### config.mk
export PLATFORM = sky130hd
export DESIGN_NAME = melody_sequencer_flat
export DESIGN_NICKNAME = d
export VERILOG_FILES = /design/src/rtl/melody_sequencer_if.sv /design/src/rtl/melody_sequencer.sv /design/src/flat_wrapper.sv
export SDC_FILE = /design/constraint.sdc
export NUM_CORES = 1
export LEC_CHECK = 0
export ABC_AREA = 0
export BUFFER_PORTS_ARGS = -buffer_cell sky130_fd_sc_hd__buf_2
export CORE_MARGIN = 2
export CORE_UTILIZATION = 65
export DETAILED_ROUTE_END_ITERATION = 6
export HOLD_SLACK_MARGIN = 0.05
export PLACE_DENSITY_LB_ADDON = 0.05
export SLEW_MARGIN = 25
export SYNTH_ARGS = -nofsm -noshare
export SYNTH_HDL_FRONTEND = slang
export SYNTH_SLANG_ARGS = --single-unit
### constraint.sdc
create_clock -name clk -period 6.8 [get_ports clk]
set_input_delay 0.68 -clock clk [delete_from_list [all_inputs] [get_ports clk]]
set_output_delay 0.68 -clock clk [all_outputs]
set_load 0.03 [all_outputs]
### src/rtl/melody_sequencer_if.sv
// Control, melody-RAM write and playback signals of melody_sequencer.
// The loop input exists only when MELODY_LOOP_EN is defined.
interface melody_sequencer_if #(
    parameter int CODE_W = 4,
    parameter int DUR_W  = 2,
    parameter int DEPTH  = 64
);
    localparam int ADDR_W = (DEPTH > 1) ? $clog2(DEPTH) : 1;

    logic                      beat;
    logic                      start;
    logic                      stop;
    logic                      pause;
    logic [ADDR_W-1:0]         last_addr;
    logic                      wr_en;
    logic [ADDR_W-1:0]         wr_addr;
    logic [DUR_W+CODE_W-1:0]   wr_data;
`ifdef MELODY_LOOP_EN
    logic                      loop;
`endif
    logic [CODE_W-1:0]         tune_code;
    logic                      tune_valid;
    logic                      busy;
    logic                      done;
    logic [ADDR_W-1:0]         play_addr;

    modport master (
`ifdef MELODY_LOOP_EN
        output loop,
`endif
        output beat, start, stop, pause, last_addr, wr_en, wr_addr, wr_data,
        input  tune_code, tune_valid, busy, done, play_addr
    );

    modport slave (
`ifdef MELODY_LOOP_EN
        input  loop,
`endif
        input  beat, start, stop, pause, last_addr, wr_en, wr_addr, wr_data,
        output tune_code, tune_valid, busy, done, play_addr
    );
endinterface

### src/rtl/melody_sequencer.sv
// Beat-driven melody player over a {dur, code} RAM; rest code is all-ones.
// Define MELODY_LOOP_EN to add the loop input (wrap to entry 0 instead of ending).
module melody_sequencer #(
    parameter int CODE_W = 4,
    parameter int DUR_W  = 2,
    parameter int DEPTH  = 64
) (
    input  logic               clk,
    input  logic               rst,
    melody_sequencer_if.slave  bus
);
    localparam int ADDR_W  = (DEPTH > 1) ? $clog2(DEPTH) : 1;
    localparam int ENTRY_W = DUR_W + CODE_W;
    localparam logic [ADDR_W-1:0] LAST_MAX = ADDR_W'(DEPTH - 1);
    localparam logic [CODE_W-1:0] REST     = '1;

    typedef enum logic [1:0] {IDLE, PLAY, PAUSE} state_t;

    state_t              state, state_nx;
    logic [ENTRY_W-1:0]  mem [DEPTH];
    logic [ADDR_W-1:0]   play_addr, last_q, next_addr, fetch_addr, last_clamped;
    logic [ENTRY_W-1:0]  fetch_data;
    logic [DUR_W-1:0]    cnt;
    logic [CODE_W-1:0]   tune_code_q;
    logic                tune_valid_q, done_q;
    logic                loop_en, beat_ev, note_end, melody_end;

`ifdef MELODY_LOOP_EN
    assign loop_en = bus.loop;
`else
    assign loop_en = 1'b0;
`endif

    // Beats only count in PLAY when no higher-priority control is asserted.
    always_comb begin
        beat_ev      = (state == PLAY) && !bus.stop && !bus.start && !bus.pause && bus.beat;
        note_end     = beat_ev && (cnt == '0);
        melody_end   = note_end && (play_addr == last_q);
        next_addr    = play_addr + ADDR_W'(1);
        last_clamped = (int'(bus.last_addr) > DEPTH - 1) ? LAST_MAX : bus.last_addr;
        fetch_addr   = (bus.start || melody_end) ? '0 : next_addr;
        fetch_data   = mem[fetch_addr];
    end

    // NOTE: sequential state always uses non-blocking assignments so every
    // register samples pre-edge values regardless of process ordering.
    always_ff @(posedge clk or negedge rst) begin
        if (!rst) state <= IDLE;
        else      state <= state_nx;
    end

    // NOTE: default assignment first, so no path leaves state_nx unassigned (no latch).
    always_comb begin
        state_nx = state;
        if (bus.stop)
            state_nx = IDLE;
        else if (bus.start)
            state_nx = PLAY;
        else begin
            case (state)
                PLAY:    if (bus.pause)                  state_nx = PAUSE;
                         else if (melody_end && !loop_en) state_nx = IDLE;
                PAUSE:   if (!bus.pause)                 state_nx = PLAY;
                default: ;
            endcase
        end
    end

    always_comb begin
        bus.busy = (state != IDLE);
    end

    assign bus.tune_code  = tune_code_q;
    assign bus.tune_valid = tune_valid_q;
    assign bus.done       = done_q;
    assign bus.play_addr  = play_addr;

    // Read is combinational into registered outputs, so a fetched entry is
    // visible the cycle after start or the advancing beat.
    always_ff @(posedge clk or negedge rst) begin
        if (!rst) begin
            play_addr    <= '0;
            last_q       <= '0;
            cnt          <= '0;
            tune_code_q  <= '0;
            tune_valid_q <= 1'b0;
            done_q       <= 1'b0;
        end else begin
            done_q <= 1'b0;
            if (bus.stop) begin
                tune_valid_q <= 1'b0;
            end else if (bus.start) begin
                last_q       <= last_clamped;
                play_addr    <= '0;
                tune_code_q  <= fetch_data[CODE_W-1:0];
                tune_valid_q <= (fetch_data[CODE_W-1:0] != REST);
                cnt          <= fetch_data[ENTRY_W-1:CODE_W];
            end else if (note_end) begin
                if (melody_end && !loop_en) begin
                    tune_valid_q <= 1'b0;
                    done_q       <= 1'b1;
                end else begin
                    play_addr    <= fetch_addr;
                    tune_code_q  <= fetch_data[CODE_W-1:0];
                    tune_valid_q <= (fetch_data[CODE_W-1:0] != REST);
                    cnt          <= fetch_data[ENTRY_W-1:CODE_W];
                end
            end else if (beat_ev) begin
                cnt <= cnt - DUR_W'(1);
            end
        end
    end

    // NOTE: the melody RAM is deliberately not reset; its contents are only
    // meaningful once written, and a reset would prevent RAM inference.
    always_ff @(posedge clk) begin
        if (bus.wr_en && (int'(bus.wr_addr) < DEPTH))
            mem[bus.wr_addr] <= bus.wr_data;
    end
endmodule

### src/flat_wrapper.sv
// flat-port wrapper written by rule: the top's interface ports become plain ports
module melody_sequencer_flat 
#(
    parameter int CODE_W = 4,
    parameter int DUR_W  = 2,
    parameter int DEPTH  = 64
)
  (clk, rst, bus_beat, bus_start, bus_stop, bus_pause, bus_last_addr, bus_wr_en, bus_wr_addr, bus_wr_data, bus_tune_code, bus_tune_valid, bus_busy, bus_done, bus_play_addr);
  melody_sequencer_if #(.CODE_W(CODE_W), .DUR_W(DUR_W), .DEPTH(DEPTH)) bus_i ();
  input  logic clk;
  input  logic rst;
  input wire logic [$bits(bus_i.beat)-1:0] bus_beat;
  input wire logic [$bits(bus_i.start)-1:0] bus_start;
  input wire logic [$bits(bus_i.stop)-1:0] bus_stop;
  input wire logic [$bits(bus_i.pause)-1:0] bus_pause;
  input wire logic [$bits(bus_i.last_addr)-1:0] bus_last_addr;
  input wire logic [$bits(bus_i.wr_en)-1:0] bus_wr_en;
  input wire logic [$bits(bus_i.wr_addr)-1:0] bus_wr_addr;
  input wire logic [$bits(bus_i.wr_data)-1:0] bus_wr_data;
  output wire logic [$bits(bus_i.tune_code)-1:0] bus_tune_code;
  output wire logic [$bits(bus_i.tune_valid)-1:0] bus_tune_valid;
  output wire logic [$bits(bus_i.busy)-1:0] bus_busy;
  output wire logic [$bits(bus_i.done)-1:0] bus_done;
  output wire logic [$bits(bus_i.play_addr)-1:0] bus_play_addr;
  assign bus_i.beat = bus_beat;
  assign bus_i.start = bus_start;
  assign bus_i.stop = bus_stop;
  assign bus_i.pause = bus_pause;
  assign bus_i.last_addr = bus_last_addr;
  assign bus_i.wr_en = bus_wr_en;
  assign bus_i.wr_addr = bus_wr_addr;
  assign bus_i.wr_data = bus_wr_data;
  assign bus_tune_code = bus_i.tune_code;
  assign bus_tune_valid = bus_i.tune_valid;
  assign bus_busy = bus_i.busy;
  assign bus_done = bus_i.done;
  assign bus_play_addr = bus_i.play_addr;
  melody_sequencer #(.CODE_W(CODE_W), .DUR_W(DUR_W), .DEPTH(DEPTH)) u_core (.clk(clk), .rst(rst), .bus(bus_i));
endmodule
### Word level (Yosys, flattened, before mapping)

Memory sizes are Yosys's and may differ from the RTL's.
Cells that the tools add are included.

| cells by class | value |
|---|---|
| equal/unequal tests | 8 |
| reductions and logical operators | 20 |
| bitwise logic cells | 1 |
| add/subtract/negate cells | 2 |
| mux-type cells | 27 |

Operators with widths:

| cell | count |
|---|---|
| $mux 6 | 4 |
| $mux 2 | 9 |
| $mux 4 | 3 |
| $mux 1 | 10 |
| $reduce_and 3->1 | 3 |
| $ne 4x4->1 const B | 2 |
| $add 6x1->6 const B | 1 |
| $eq 6x6->1 | 1 |
| $logic_and 1x1->1 | 6 |
| $reduce_bool 3->1 | 2 |
| $ne 5x4->1 const B | 1 |
| $pmux 2 s2 | 1 |
| $reduce_bool 2->1 | 2 |
| $reduce_bool 4->1 | 1 |
| $logic_not 1->1 | 3 |
| $ne 3x3->1 const B | 1 |
| $eq 2x1->1 const B | 1 |
| $eq 2x2->1 const B | 1 |
| $logic_not 2->1 | 1 |
| $ne 2x2->1 const B | 1 |
| $reduce_and 2->1 | 1 |
| $sub 2x1->2 const B | 1 |
| $logic_or 1x1->1 | 1 |
| $not 1->1 | 1 |

| storage, ports and cells | value |
|---|---|
| flip-flop bits (word level) | 22 |
| output and inout port bits | 13 |
| word-level logic and storage cells | 66 |
| memory bits (writable) | 384 |
| memories kept | 1 |

Memories:

| memory | words | bits a word | rd ports | clocked after Yosys merged registers in | wr ports | RTL line | source |
|---|---|---|---|---|---|---|---|
| u_core.mem | 64 | 6 | 1 | 0 | 1 | melody_sequencer.sv:20 | `logic [ENTRY_W-1:0] mem [DEPTH];` |

### Depth between registers and ports, before layout

An unclocked memory read counts as a cell.

| depth | value |
|---|---|
| depth in word-level cells | 15 |
| mapped depth | 15 |
| gate-level depth less buffers | 12 |

### Least setup slack after synthesis

No wires, ideal clock.

| path | value |
|---|---|
| path type | input to register |
| start | input bus_pause |
| end | register u_core.tune_valid_q (netlist: u_core.bus.tune_valid) |
| buffers on the path | 0 |
| data arrival time | 2.757 ns |
| path slack | 3.967 ns |
| cell stages on the path | 10 |
| setup time | 0.076 ns |
| cell sequence | and4b_1 > and4_4 > a21oi_2 > mux2_2 > a221oi_2 > nand2_1 > a311oi_1 > nand4_1 > and4_1 > o21ai_1 |

| on the way | value |
|---|---|
| longest elaborated chain between the ends | 13 |

RTL lines:

| item | RTL line | source |
|---|---|---|
| start: declaration | flat_wrapper.sv:15 | `input wire logic [$bits(bus_i.pause)-1:0] bus_pause;` |
| $logic_not 1->1 (*) | melody_sequencer.sv:36 | `beat_ev = (state == PLAY) && !bus.stop && !bus.start && !bus.pause && bus.beat;` |
| $logic_and 1x1->1 (*) (2 in a row) | melody_sequencer.sv:36 |  |
| $logic_and 1x1->1 (*) | melody_sequencer.sv:37 | `note_end = beat_ev && (cnt == '0);` |
| $logic_and 1x1->1 | melody_sequencer.sv:38 | `melody_end = note_end && (play_addr == last_q);` |
| $logic_or 1x1->1 | melody_sequencer.sv:41 | `fetch_addr = (bus.start \|\| melody_end) ? '0 : next_addr;` |
| $mux 6 | melody_sequencer.sv:41 |  |
| $mem_v2 64x6 | -- |  |
| $ne 4x4->1 | melody_sequencer.sv:96, melody_sequencer.sv:105 |  |
| $mux 1 | melody_sequencer.sv:99 | `if (melody_end && !loop_en) begin` |
| $mux 1 | melody_sequencer.sv:98 | `end else if (note_end) begin` |
| $mux 1 | melody_sequencer.sv:92 | `end else if (bus.start) begin` |
| $mux 1 | melody_sequencer.sv:90 | `if (bus.stop) begin` |
| end signal: assignment | melody_sequencer.sv:96 | `tune_valid_q <= (fetch_data[CODE_W-1:0] != REST);` |
| end signal: assignment | melody_sequencer.sv:105 | `tune_valid_q <= (fetch_data[CODE_W-1:0] != REST);` |
| end: declaration | melody_sequencer.sv:25 | `logic tune_valid_q, done_q;` |

Mark *: on every way between the ends. The rest lies on a longest branch, timed or not. The select of a mux whose other input is x is not followed.
A chain may end at the register's enable or synchronous reset.

### Worst setup path in the final report

| path | value |
|---|---|
| start | register u_core.play_addr[0] (netlist: u_core.bus.play_addr[0]) |
| end | register u_core.tune_valid_q (netlist: u_core.bus.tune_valid) |

| on the way | value |
|---|---|
| longest elaborated chain between the ends | 10 |

RTL lines:

| item | RTL line | source |
|---|---|---|
| start: declaration | melody_sequencer.sv:21 | `logic [ADDR_W-1:0] play_addr, last_q, next_addr, fetch_addr, last_clamped;` |
| start signal: assignment | melody_sequencer.sv:103 | `play_addr <= fetch_addr;` |
| parallel branches: the longest is 8 deep, another holds $add 6x1->6 | -- |  |
| $mux 1 (*) | melody_sequencer.sv:92 |  |
| $mux 1 (*) | melody_sequencer.sv:90 |  |

Every way passes the cells marked *. The select of a mux whose other input is x is not followed.

==> results.md <==
- Outcome: complete, but fails checks
- Violations in the final reports: DRC
- Area added between synthesis and finish: 10.2%
- Time the final worst path needs with I/O delays and setup: roughly 4400 ps
- Starting utilization of the core area: ~66%
- Post-synth net total: 1,246
- CP endpoint kind: register
- Clk Latency, worst-skew pair: approximately 540 ps
- Static leakage power: just over 6 nW
- Number of global-route vias before repair: around 11,000
- Overall fraction of global-route tracks in use: 34.5%
- Kind of launch point of the worst setup path: register
- CTS tree: done
- Floorplan core area: 0.0258 mm^2
- Most common flop cell mapped by yosys: edfxtp_1
- Detailed router's first-iteration violation count: between 1,500 and 2,000
- Pwr dens: roughly 300 mW/mm^2
- Post-synth cell types: 74
- Final hold vios: 0
- Unrepaired setup endpoints after global routing: no
- Share of post-route cells with drive strength above 1: about an eighth
- Highest-count cells in the layout ignoring fill and taps: edfxtp_1, nand2_1, nor2_1, nand3_1, a21oi_1
- Number of H-tree levels: 2
- TritonRoute pass-1 iters: 7
- # rows: 59
- Die Wd: between 150 and 200 um
- Number of max-slew violations in the final report: 0
- Transition at the pin with the smallest max-transition slack: roughly 960 ps
- Die ar.: ~0.027 mm^2
- Worst Setup Path Type: register to register
- Area of the mapped netlist: 0.0169 mm^2
- Clock transition time at the flip-flop clock pins of the worst setup and hold paths: ~60 ps
- Sum of negative setup slack: 0 ps
- Final worst clock skew: a little over 20 ps
- Peak VDD IR: approximately 0.23 mV
- Maximum operating frequency: about 230 MHz
- Post-detailed-route via-to-cell ratio: 7.06
- Initial antenna violation count: 1
- Number of enable-type register cells in the synthesized netlist: ~380
- Remaining design rule violation count: 5
- WL final: approximately 46,000 um
- Max-slew headroom: a little over a third
- Height of the die: between 150 and 200 um
- Vias after detailed routing: approximately 11,000
- Number of filler instances in the final layout: 1,666
- Remaining antenna violation count after routing: 0
- Number of nets in the layout: ~1,300
- Final setup violation count: 0
- Final design utilization: around 72%
- Largest net degree at the start of global routing: 65
- Clock sink count: 406
- Count of maximum capacitance violations: 0
- Overall overflow remaining after global route: 0
- Number of buffers added to fix hold violations after cts: 0
- Synthesized area divided by synthesized cell count: about 14 um^2
- Yosys Warn Count: 0
- DPL Wire Length: 27,900 um
- CP Data Required Time: approximately 7000 ps
- # Post-CTS Setup Buffers: 0
- Total I/O pin count: 38
- Peak fanout along the critical path: 42
- Resize count post-CTS: 0
- CTS Root Buffer Type: clkbuf_16
- Register area share after synthesis: a little under three quarters
- Gp weighted congestion: 0.915
- Flop and latch count out of synthesis: 406
- First-pass GRT wire length: slightly below 70,000 um
- Leading cell type in the layout, fill and taps excluded: edfxtp_1
- Fraction of registers with async set or reset after synthesis: roughly 5.4%
- Cells after Synth: 1,216
- Fin crit share: between 60% and 70%
- Maximum buffer depth of the clock tree: 3
- Arrival time at the worst endpoint: 4730 ps
- Number of buffers inserted by port buffering: 37
- Detailed-route wire length per cell: about 29 um
- Hold Path Class: primary input to async pin
- Total clock buffers created by CTS: 39
==> worst paths after layout <==
kind	depth (start not counted)	endpoint	slack [ps]	startpoint
setup / recovery	12	u_core.bus.tune_valid	2450	u_core.bus.play_addr[0]
hold / removal	1	u_core.state[1]	130	rst
setup reg to reg	12	u_core.bus.tune_valid	2450	u_core.bus.play_addr[0]
hold reg to reg	2	u_core.bus.tune_code[0]	520	u_core.bus.tune_code[0]
max in group asynchronous	1	u_core.bus.play_addr[0]	6270	rst
min in group clk	2	u_core.last_q[2]	390	bus_last_addr[2]
==> critical path, cell delays in order (launching register included) <==
cell and delay, ps:
dfrtp_4 810, xnor2_1 220, nand4_2 250, o21ai_2 70, buf_4 290, nor2_1 750, buf_4 330, o21ai_0 130
or3_1 380, a211o_1 290, nor4b_2 360, and4_1 260, o21ai_1 70
==> metal layers <==
metal	up-vias	GRT usage, %	share of wire, %
li1	4759	-	-
met1	5471	51.1	38
met2	963	51.3	44
met3	139	7.57	14
met4	0	12.2	3.7
met5	-	0	0
==> state kept, by name, indices dropped and copies added (netlist names) <==
| register | count |
|---|---|
| u_core.mem | 384 |
| u_core.bus.tune_valid | 1 |
| u_core.last_q | 6 |
| u_core.bus.play_addr | 6 |
| u_core.cnt | 2 |
| u_core.state | 2 |
| u_core.bus.tune_code | 4 |
| u_core.bus.done | 1 |
==> area by class of cell <==
class	instances	area, um^2	area share (%)
clock buffer	44	1020	5.46
multi-input combinational	722	4490	24.1
clock inverter	26	195	1.05
antenna	1	2.50	0.0134
sequential	406	12100	64.9
timing repair buffer	59	363	1.95
inverter	12	45.0	0.242
tap	335	419	2.25
==> where the power goes <==
group,internal [mW],total (mW),switching (mW)
logic,0.227,0.773,0.546
registers,2.77,2.81,0.0370
clock network,1.16,2.06,0.907
==> kinds of logic after synthesis <==
group / share of synthesized area [%]
flops: 71.5
simple gates: 10.8
compound gates: 9.97
buf+inv: 2.27
mux: 4.42
xor+xnor: 0.659
fa+ha+maj: 0.370
==> synth_stat cells (3+ instances only) <==
cell | n | area share, %
xnor2_1 | 8 | 0.41
edfxtp_1 | 384 | 68
nor4_1 | 8 | 0.30
nand2b_1 | 4 | 0.15
nor2b_1 | 8 | 0.30
mux4_2 | 7 | 0.93
nor2_1 | 102 | 2.3
o21ai_0 | 29 | 0.86
o2bb2ai_1 | 3 | 0.16
buf_2 | 30 | 0.89
nand4_1 | 6 | 0.22
ha_1 | 5 | 0.37
mux2_2 | 15 | 1.0
o22a_1 | 3 | 0.16
or3_1 | 6 | 0.22
a211oi_1 | 16 | 0.71
a311oi_1 | 5 | 0.26
a31oi_1 | 7 | 0.26
buf_4 | 4 | 0.18
o311ai_0 | 4 | 0.21
a221oi_1 | 12 | 0.62
mux2i_1 | 42 | 2.5
clkbuf_1 | 35 | 0.78
o211ai_1 | 7 | 0.31
a22o_1 | 4 | 0.21
dfrtp_1 | 22 | 3.3
o31ai_1 | 6 | 0.27
nand2_1 | 139 | 3.1
nand3_1 | 75 | 2.2
o22ai_1 | 23 | 0.85
a211o_1 | 5 | 0.26
inv_1 | 11 | 0.24
o221ai_1 | 13 | 0.67
and3_1 | 6 | 0.22
a22oi_1 | 5 | 0.22
buf_1 | 7 | 0.16
nor3b_1 | 3 | 0.13
nor3_1 | 22 | 0.65
a21oi_1 | 69 | 2.0
o32ai_1 | 9 | 0.47
==> through the flow <==
step	hold slack [ps]	total power [mW]	instance area [um^2]	cells	setup WS (ps)
finish	135	5.65	18600	1605	2450
global route	169	5.78	18600	1604	2350
CTS	141	5.62	18600	1604	2620
detailed placement	504	3.60	17400	1534	2580
global placement	482	3.58	17400	1534	2680
floorplan	384	3.32	16900	1216	3970
(Power assumes the default switching activity.)
